==> config.mk <==
export PLATFORM = sky130hd
export DESIGN_NAME = vram_arbiter_flat
export DESIGN_NICKNAME = d
export VERILOG_FILES = /design/src/rtl/vram_arbiter_if.sv /design/src/rtl/vram_arbiter.sv /design/src/flat_wrapper.sv
export SDC_FILE = /design/constraint.sdc
export NUM_CORES = 1
export LEC_CHECK = 0
export CAP_MARGIN = 20
export CELL_PAD_IN_SITES_DETAIL_PLACEMENT = 0
export CELL_PAD_IN_SITES_GLOBAL_PLACEMENT = 1
export CORE_UTILIZATION = 40
export CTS_BUF_LIST = sky130_fd_sc_hd__clkbuf_4
export DETAILED_ROUTE_END_ITERATION = 8
export HOLD_SLACK_MARGIN = 0.02
export PLACE_DENSITY_LB_ADDON = 0.1
export SYNTH_ARGS = -nofsm -noshare
export SYNTH_HDL_FRONTEND = slang
export SYNTH_SLANG_ARGS = --single-unit
==> constraint.sdc <==
create_clock -name clk -period 3.91 [get_ports clk]
set_input_delay 0.782 -clock clk [delete_from_list [all_inputs] [get_ports clk]]
set_output_delay 0.782 -clock clk [all_outputs]
set_load 0.02 [all_outputs]
==> src/rtl/vram_arbiter_if.sv <==
// Host and RAM bus bundle for vram_arbiter.
// The host read port exists only when VRAM_HOST_READ_EN is defined.
interface vram_arbiter_if #(
  parameter int ADDR_W = 15
) ();
  logic              host_req;
  logic [ADDR_W-1:0] host_addr;
  logic [15:0]       host_wdata;
  logic              host_ack;
`ifdef VRAM_HOST_READ_EN
  logic              host_we;
  logic [15:0]       host_rdata;
  logic              host_rvalid;
`endif
  logic [ADDR_W-1:0] mem_addr;
  logic              mem_we;
  logic [15:0]       mem_wdata;
  logic [15:0]       mem_rdata;

  // Arbiter side: serves the host, drives the RAM.
  modport slave (
    input  host_req, host_addr, host_wdata,
    output host_ack,
`ifdef VRAM_HOST_READ_EN
    input  host_we,
    output host_rdata, host_rvalid,
`endif
    output mem_addr, mem_we, mem_wdata,
    input  mem_rdata
  );

  // Environment side: the host writer and the RAM itself.
  modport master (
    output host_req, host_addr, host_wdata,
    input  host_ack,
`ifdef VRAM_HOST_READ_EN
    output host_we,
    input  host_rdata, host_rvalid,
`endif
    input  mem_addr, mem_we, mem_wdata,
    output mem_rdata
  );
endinterface

==> src/rtl/vram_arbiter.sv <==
// VRAM arbiter: shares one single-port synchronous RAM between the 2x2-scaled
// 320x240x4bpp display fetch path and a host writer. Display reads use fixed
// slots derived from pixel_x/pixel_y; the host takes any other cycle, never
// two in a row. Define VRAM_HOST_READ_EN to add host reads.
module vram_arbiter #(
  parameter int H_ACTIVE = 640,
  parameter int H_TOTAL  = 800,
  parameter int V_ACTIVE = 480,
  parameter int V_TOTAL  = 525,
  parameter int ADDR_W   = 15
) (
  input  logic           clk,
  input  logic           rst,
  input  logic [9:0]     pixel_x,
  input  logic [9:0]     pixel_y,
  output logic [3:0]     pix_color,
  output logic           pix_blank,
  vram_arbiter_if.slave  bus
);
  localparam int WPL      = H_ACTIVE / 8;
  localparam int FB_WORDS = (V_ACTIVE / 2) * WPL;

  localparam logic [9:0] H_ACT_C     = 10'(H_ACTIVE);
  localparam logic [9:0] V_ACT_C     = 10'(V_ACTIVE);
  localparam logic [9:0] H_LAST_C    = 10'(H_TOTAL - 1);
  localparam logic [9:0] V_LAST_C    = 10'(V_TOTAL - 1);
  localparam logic [9:0] LS_X_C      = 10'(H_TOTAL - 8);
  localparam logic [9:0] LAST_SLOT_C = 10'(8 * (WPL - 1) - 8);
  localparam logic [ADDR_W-1:0] WPL_A = ADDR_W'(WPL);
  localparam logic [ADDR_W-1:0] FB_A  = ADDR_W'(FB_WORDS);

  logic [ADDR_W-1:0] mem_addr_q, mem_addr_d;
  logic              mem_we_q, mem_we_d;
  logic [15:0]       mem_wdata_q, mem_wdata_d;
  logic              host_ack_q, host_ack_d;
  logic [3:0]        pix_color_q, pix_color_d;
  logic              pix_blank_q, pix_blank_d;
  logic [15:0]       cur_word_q, cur_word_d;
  logic [15:0]       next_word_q, next_word_d;
  logic [ADDR_W-1:0] base_q, base_d;
  logic              fetch_p1_q, fetch_p1_d;
  logic              fetch_p2_q, fetch_p2_d;

  logic              active, grp_start, disp_slot, ls_slot, next_line_active;
  logic              fetch, grant, in_range, host_is_read;
  logic [ADDR_W-1:0] next_base, fetch_addr;
  logic [15:0]       word_sel;

`ifdef VRAM_HOST_READ_EN
  logic        rd_p1_q, rd_p1_d;
  logic        rd_oob_p1_q, rd_oob_p1_d;
  logic        rvalid_q, rvalid_d;
  logic        rvalid_oob_q, rvalid_oob_d;
  logic [15:0] rhold_q, rhold_d;
  logic [15:0] host_rdata_c;
  assign host_is_read = !bus.host_we;
`else
  assign host_is_read = 1'b0;
`endif

  // Slot decode and host arbitration for the current raster position.
  always_comb begin
    active           = (pixel_x < H_ACT_C) && (pixel_y < V_ACT_C);
    grp_start        = (pixel_x[2:0] == 3'd0);
    disp_slot        = (pixel_y < V_ACT_C) && grp_start && (pixel_x <= LAST_SLOT_C);
    ls_slot          = (pixel_x == LS_X_C);
    next_line_active = (pixel_y == V_LAST_C) || ((pixel_y + 10'd1) < V_ACT_C);
    // Base of the following line: bumps after odd active lines, wraps at frame end.
    if (pixel_y == V_LAST_C)
      next_base = '0;
    else if ((pixel_y < V_ACT_C) && pixel_y[0])
      next_base = base_q + WPL_A;
    else
      next_base = base_q;
    fetch      = disp_slot || (ls_slot && next_line_active);
    fetch_addr = disp_slot ? (base_q + ADDR_W'(pixel_x[9:3]) + ADDR_W'(1)) : next_base;
    grant      = bus.host_req && !disp_slot && !ls_slot && !host_ack_q;
    in_range   = (bus.host_addr < FB_A);
    // The word covering this group arrives in cur_word only at the edge, so bypass it.
    word_sel   = (active && grp_start) ? next_word_q : cur_word_q;
  end

  // Next-state for the RAM port, word buffers and pixel outputs.
  always_comb begin
    // NOTE: every signal gets a default before any branch so no latch is inferred.
    mem_addr_d  = mem_addr_q;
    mem_we_d    = 1'b0;
    mem_wdata_d = mem_wdata_q;
    host_ack_d  = grant;
    fetch_p1_d  = fetch;
    fetch_p2_d  = fetch_p1_q;
    next_word_d = fetch_p2_q ? bus.mem_rdata : next_word_q;
    cur_word_d  = (active && grp_start) ? next_word_q : cur_word_q;
    base_d      = (pixel_x == H_LAST_C) ? next_base : base_q;
    pix_blank_d = !active;
    pix_color_d = active ? word_sel[{pixel_x[2:1], 2'b00} +: 4] : 4'd0;
    if (fetch) begin
      mem_addr_d = fetch_addr;
    end else if (grant && in_range) begin
      mem_addr_d = bus.host_addr;
      if (!host_is_read) begin
        mem_we_d    = 1'b1;
        mem_wdata_d = bus.host_wdata;
      end
    end
  end

  // State registers with synchronous reset.
  always_ff @(posedge clk) begin
    // NOTE: non-blocking assignments so every flop samples pre-edge values.
    if (rst) begin
      mem_addr_q  <= '0;
      mem_we_q    <= 1'b0;
      mem_wdata_q <= '0;
      host_ack_q  <= 1'b0;
      pix_color_q <= '0;
      pix_blank_q <= 1'b1;
      cur_word_q  <= '0;
      next_word_q <= '0;
      base_q      <= '0;
      fetch_p1_q  <= 1'b0;
      fetch_p2_q  <= 1'b0;
    end else begin
      mem_addr_q  <= mem_addr_d;
      mem_we_q    <= mem_we_d;
      mem_wdata_q <= mem_wdata_d;
      host_ack_q  <= host_ack_d;
      pix_color_q <= pix_color_d;
      pix_blank_q <= pix_blank_d;
      cur_word_q  <= cur_word_d;
      next_word_q <= next_word_d;
      base_q      <= base_d;
      fetch_p1_q  <= fetch_p1_d;
      fetch_p2_q  <= fetch_p2_d;
    end
  end

`ifdef VRAM_HOST_READ_EN
  // Host read return path: data shows up with host_rvalid and is then held.
  always_comb begin
    host_rdata_c = rvalid_q ? (rvalid_oob_q ? 16'd0 : bus.mem_rdata) : rhold_q;
    rd_p1_d      = grant && host_is_read;
    rd_oob_p1_d  = !in_range;
    rvalid_d     = rd_p1_q;
    rvalid_oob_d = rd_oob_p1_q;
    rhold_d      = host_rdata_c;
  end

  // Host read pipeline registers.
  always_ff @(posedge clk) begin
    if (rst) begin
      rd_p1_q      <= 1'b0;
      rd_oob_p1_q  <= 1'b0;
      rvalid_q     <= 1'b0;
      rvalid_oob_q <= 1'b0;
      rhold_q      <= '0;
    end else begin
      rd_p1_q      <= rd_p1_d;
      rd_oob_p1_q  <= rd_oob_p1_d;
      rvalid_q     <= rvalid_d;
      rvalid_oob_q <= rvalid_oob_d;
      rhold_q      <= rhold_d;
    end
  end

  assign bus.host_rdata  = host_rdata_c;
  assign bus.host_rvalid = rvalid_q;
`endif

  assign bus.mem_addr  = mem_addr_q;
  assign bus.mem_we    = mem_we_q;
  assign bus.mem_wdata = mem_wdata_q;
  assign bus.host_ack  = host_ack_q;
  assign pix_color     = pix_color_q;
  assign pix_blank     = pix_blank_q;
endmodule

==> src/flat_wrapper.sv <==
// flat-port wrapper written by rule: the top's interface ports become plain ports
module vram_arbiter_flat 
#(
  parameter int H_ACTIVE = 640,
  parameter int H_TOTAL  = 800,
  parameter int V_ACTIVE = 480,
  parameter int V_TOTAL  = 525,
  parameter int ADDR_W   = 15
)
  (clk, rst, pixel_x, pixel_y, pix_color, pix_blank, bus_host_req, bus_host_addr, bus_host_wdata, bus_host_ack, bus_mem_addr, bus_mem_we, bus_mem_wdata, bus_mem_rdata);
  vram_arbiter_if #(.ADDR_W(ADDR_W)) bus_i ();
  input  logic clk;
  input  logic rst;
  input  logic [9:0] pixel_x;
  input  logic [9:0] pixel_y;
  output logic [3:0] pix_color;
  output logic pix_blank;
  input wire logic [$bits(bus_i.host_req)-1:0] bus_host_req;
  input wire logic [$bits(bus_i.host_addr)-1:0] bus_host_addr;
  input wire logic [$bits(bus_i.host_wdata)-1:0] bus_host_wdata;
  output wire logic [$bits(bus_i.host_ack)-1:0] bus_host_ack;
  output wire logic [$bits(bus_i.mem_addr)-1:0] bus_mem_addr;
  output wire logic [$bits(bus_i.mem_we)-1:0] bus_mem_we;
  output wire logic [$bits(bus_i.mem_wdata)-1:0] bus_mem_wdata;
  input wire logic [$bits(bus_i.mem_rdata)-1:0] bus_mem_rdata;
  assign bus_i.host_req = bus_host_req;
  assign bus_i.host_addr = bus_host_addr;
  assign bus_i.host_wdata = bus_host_wdata;
  assign bus_host_ack = bus_i.host_ack;
  assign bus_mem_addr = bus_i.mem_addr;
  assign bus_mem_we = bus_i.mem_we;
  assign bus_mem_wdata = bus_i.mem_wdata;
  assign bus_i.mem_rdata = bus_mem_rdata;
  vram_arbiter #(.H_ACTIVE(H_ACTIVE), .H_TOTAL(H_TOTAL), .V_ACTIVE(V_ACTIVE), .V_TOTAL(V_TOTAL), .ADDR_W(ADDR_W)) u_core (.clk(clk), .rst(rst), .pixel_x(pixel_x), .pixel_y(pixel_y), .pix_color(pix_color), .pix_blank(pix_blank), .bus(bus_i));
endmodule
### Word level (Yosys, flattened, before mapping)

Cells that the tools add are included.

| storage, ports and cells | value |
|---|---|
| register bits after elaboration | 87 |
| input port bits | 70 |
| logic and storage cells | 54 |

| operators by class | value |
|---|---|
| $add $sub $neg | 4 |
| magnitude comparators | 5 |
| equality and inequality tests | 3 |
| shift operators | 1 |
| muxes and demuxes | 7 |
| bitwise operators | 2 |
| reductions and logical operators | 21 |

Operators with widths:

| kind | number |
|---|---|
| $mux 15 | 5 |
| $eq 10x10->1 const B | 3 |
| $lt 10x9->1 const B | 2 |
| $mux 16 | 1 |
| $shiftx 16x5->4 | 1 |
| $add 15x1->15 const B | 1 |
| $add 15x7->15 | 1 |
| $add 15x7->15 const B | 1 |
| $lt 15x15->1 const B | 1 |
| $add 10x1->10 const B | 1 |
| $le 10x10->1 const B | 1 |
| $logic_and 1x1->1 | 10 |
| $lt 10x10->1 const B | 1 |
| $logic_not 1->1 | 4 |
| $reduce_or 2->1 | 2 |
| $logic_not 3->1 | 1 |
| $logic_or 1x1->1 | 2 |
| $not 1->1 | 2 |
| $reduce_and 2->1 | 1 |
| $reduce_bool 2->1 | 1 |
| $mux 1 | 1 |

### Depth between registers and ports, before layout

| logic depth | value |
|---|---|
| word-level depth | 10 |
| depth in mapped cells | 9 |

### Worst setup path after synthesis

Ideal clock, no wire load.

| timing | value |
|---|---|
| kind | input port to flip-flop |
| from | in pixel_x[3] |
| to | reg u_core.mem_addr_q[8] (netlist: u_core.bus.mem_addr[8]) |
| setup time | 133 ps |
| arrival | 2388 ps |
| required time | 3777 ps |
| path slack | 1389 ps |
| cell stages on the path | 9 |
| buffers on the path | 0 |
| path through | inv_1 -> ha_1 -> fa_1 -> nand2b_1 -> a21o_1 -> nor2b_1 -> o2111a_1 -> a221oi_1 -> a31oi_1 |

| on the way | value |
|---|---|
| cells in the longest elaborated chain, start to end | 8 |

Ends and longest elaborated chain:

| item | line | source |
|---|---|---|
| start: declaration | flat_wrapper.sv:14 | `input logic [9:0] pixel_x;` |
| parallel branches: the longest is 8 deep, another holds $add 15x7->15 | -- |  |
| end signal: assignment | vram_arbiter.sv:124 | `mem_addr_q <= mem_addr_d;` |
| end: declaration | vram_arbiter.sv:32 | `logic [ADDR_W-1:0] mem_addr_q, mem_addr_d;` |

Several ways; the timed one is not identified.
A chain may end at the register's enable or synchronous reset.

### Worst setup path in the final report

| timing | value |
|---|---|
| from | in pixel_y[0] |
| to | reg u_core.mem_addr_q[1] (netlist: u_core.bus.mem_addr[1]) |

| on the way | value |
|---|---|
| cells in the longest elaborated chain, start to end | 9 |

Ends and longest elaborated chain:

| item | line | source |
|---|---|---|
| start: declaration | flat_wrapper.sv:15 | `input logic [9:0] pixel_y;` |
| parallel branches: the longest is 9 deep, another holds $add 10x1->10 | -- |  |

Several ways; the timed one is not identified.

==> impl_metrics.yaml <==
yosys:
  synthFlopType: "dfxtp_1"
  synth_area_um2: 4210
  synth_edf_count: 0
  netlist_top_cells_area: "dfxtp_1, nand2_1, a21oi_1"
  yosys_warnings: 0
  synth_top_area_cell: "dfxtp_1"
  ys_seq_elements: 87
  ys_seq_area_frac: 0.413
  yosysMostFrequentCell: "dfxtp_1"
  synthCells: 502
  synth.avg_cell_area_um2: 8.39
  synthArstFlopShare: 0
  yosysTopAreaCellShare: 0.413
  synth_cell_type_count: 54
  yosys-top-cells-count: "dfxtp_1, nand2_1, a21oi_1, nor2_1, mux2i_1"
  mappedNetlistNets: 581
sta:
  fmax_mhz: 342
  setup_viol: 0
  tns_ns: 0
  hold_viol_final: 0
  period_needed_ns: 2.92
  maxSlewViolCount: 0
  fin_skew_ns: 0.0289
  rsz0062_at_grt: "false"
  finalCritPeriodShare: 0.747
  worst_slew_pin_slew_ns: 0.956
  relSlewSlack: 0.362
power:
  p_total_mw: 1.79
  ir_drop_mv: 0.172
  leakage_nw: 2.00
  p_per_area_nw_per_um2: 321
setup_path:
  path_buf_inv: 2
  critPathRequiredTime_ns: 4.26
  max_stage_delay_ns: 0.62
  crit_fanout: 15
  slowest_stage: "and4_1"
  path_depth: 7
  critical-path-top-delay-family: "simple AND/OR/NAND/NOR gates"
  r2r_cells: 7
  start_kind: "input port"
  crit_path_end_kind: "flip-flop"
  critPathKind: "input port to flip-flop"
  critical_path_arrival_ns: 3.27
  cp_cell_sequence: "clkdlybuf4s50_1 > nor4_1 > and4_1 > o41ai_2 > buf_4 > o32a_1 > a221oi_1"
clock_network:
  cts.htree.levels: 3
  clockBufferDepth: 2
  cts_resized: 0
  clk_pin_slew_ns: 0.16
  insertion_delay_ns: 0.44
  holdBufCountCts: 0
  cts_root_buffer: "clkbuf_4"
  cts_sinks: 87
  cts_buffers: 9
  cts_tree: "yes"
  post_cts_buffers: 0
route:
  vias: 3981
  detail_route.iter0.violations: 186
  firstDrtPassIters: 4
  vias_per_cell: 5.36
  ant_nets: 0
  drc: 0
  routed_wl_um: 11400
  wl_per_cell_um: 15.3
floorplan:
  die_h_um: 105
  start_util: 0.410
  die_width_um: 105
  core-area_um2: 10300
  dieArea_um2: 10900
  io-pin-count: 108
  placementRows: 37
final_layout:
  area_growth_pct: 32.5
  diodes: 0
  layout.nets: 681
  drive_above_1_share: 0.0593
global_routing:
  gr-total-overflow: 0
  grt_use_total: 0.211
  antenna_found_initial: 0
  grt_pass1_wl_um: 18800
  grt_pass1_vias: 3774
  grt_max_degree: 44
min_path:
  hold_path_class: "flip-flop to flip-flop"
  min_path_cells: 2
placed_design:
  numPortBuffers: 107
  gp_congestion: 0.852
  dp_hpwl_um: 8320
run:
  maxCapViolCount: 0
run_status:
  outcome: "finished clean"
==> cells by family (layout without fill, tap and decap cells) <==
logic type               Yosys count  after routing  share of synthesized area
multiplexers                      25             25                     0.0597
XOR/XNOR                          18             18                     0.0374
flip-flops                        87             87                      0.413
AND/OR/NAND/NOR                  191            191                      0.217
AO/OA/AOI/OAI                    132            132                      0.202
buffers and inverters             40            145                     0.0413
adder cells (fa/ha/maj)            9              9                     0.0285
==> flip-flops by register name (all words and copies together) (netlist names) <==
name	count
u_core.bus.mem_wdata	16
u_core.cur_word_q	16
u_core.next_word_q	16
u_core.base_q	15
u_core.bus.mem_addr	15
u_core.pix_color	4
u_core.bus.host_ack	1
u_core.bus.mem_we	1
u_core.fetch_p1_q	1
u_core.fetch_p2_q	1
u_core.pix_blank	1
==> per-layer routing <==
metal	share of wire	global-route usage	wire [µm]
met1	0.47	0.272	5280
met2	0.47	0.348	5310
met3	0.060	0.0524	681
met4	0.0075	0.0594	85
met5	0	0	0
==> per-stage QoR <==
stage                     cell area, µm²  instances   util  setup WS, ns  hold WS, ns
after floorplan                     4210        502      -          1.39        0.414
after global placement              5420        727  0.527         0.669        0.426
after detailed placement            5420        727  0.527         0.606        0.439
after CTS                           5590        743  0.543          1.08        0.462
after global routing                5590        743  0.543         0.890        0.483
final                               5590        743  0.543         0.988        0.454
==> final timing paths <==
path | from | end | slack, ns
min reg2reg | u_core.next_word_q[10] | u_core.cur_word_q[10] | 0.45
max | pixel_y[0] | u_core.bus.mem_addr[1] | 0.99
max reg2reg | u_core.base_q[4] | u_core.bus.mem_addr[9] | 1.56
min | u_core.next_word_q[10] | u_core.cur_word_q[10] | 0.45
==> power by group <==
part / internal [mW] / total (mW) / switching (mW) / leakage (nW)
clock network: 0.268 / 0.602 / 0.334 / 0.0905
registers: 0.910 / 0.922 / 0.0117 / 0.706
logic: 0.141 / 0.270 / 0.129 / 1.21
total: 1.32 / 1.79 / 0.475 / 2.00
==> placed cells by master, fill, tap and decap left out, types with 4 or more instances in the layout <==
cell type / count
clkdlybuf4s50_1: 106
dfxtp_1: 87
nand2_1: 84
a21oi_1: 61
nor2_1: 43
mux2i_1: 24
o21ai_0: 14
a211oi_1: 12
xnor2_1: 12
a221oi_1: 12
buf_4: 11
inv_1: 10
clkbuf_4: 9
ha_1: 8
nand3_1: 7
nand2b_1: 6
and4_1: 6
a21o_1: 6
xor2_1: 6
nor3_1: 5
and3_1: 5
or3_1: 5
a31oi_1: 5
nand4_1: 5
o211ai_1: 5
nand3b_1: 4
and2_1: 4
==> tightest hold or removal path, stage by stage, from the launching register on <==
cell and delay, ns:
dfxtp_1 0.33, nand2_1 0.06, a21oi_1 0.05
==> cell type report <==
cell class | count | area (µm²)
clock buffers | 9 | 67.6
clock inverters | 7 | 101
fillers | 997 | 4690
inverters | 10 | 37.5
multi-input cells | 375 | 2300
flip-flops and latches | 87 | 1740
well taps | 136 | 170
repair buffers | 119 | 1170
No activity file was read; power rests on OpenSTA's default activity.
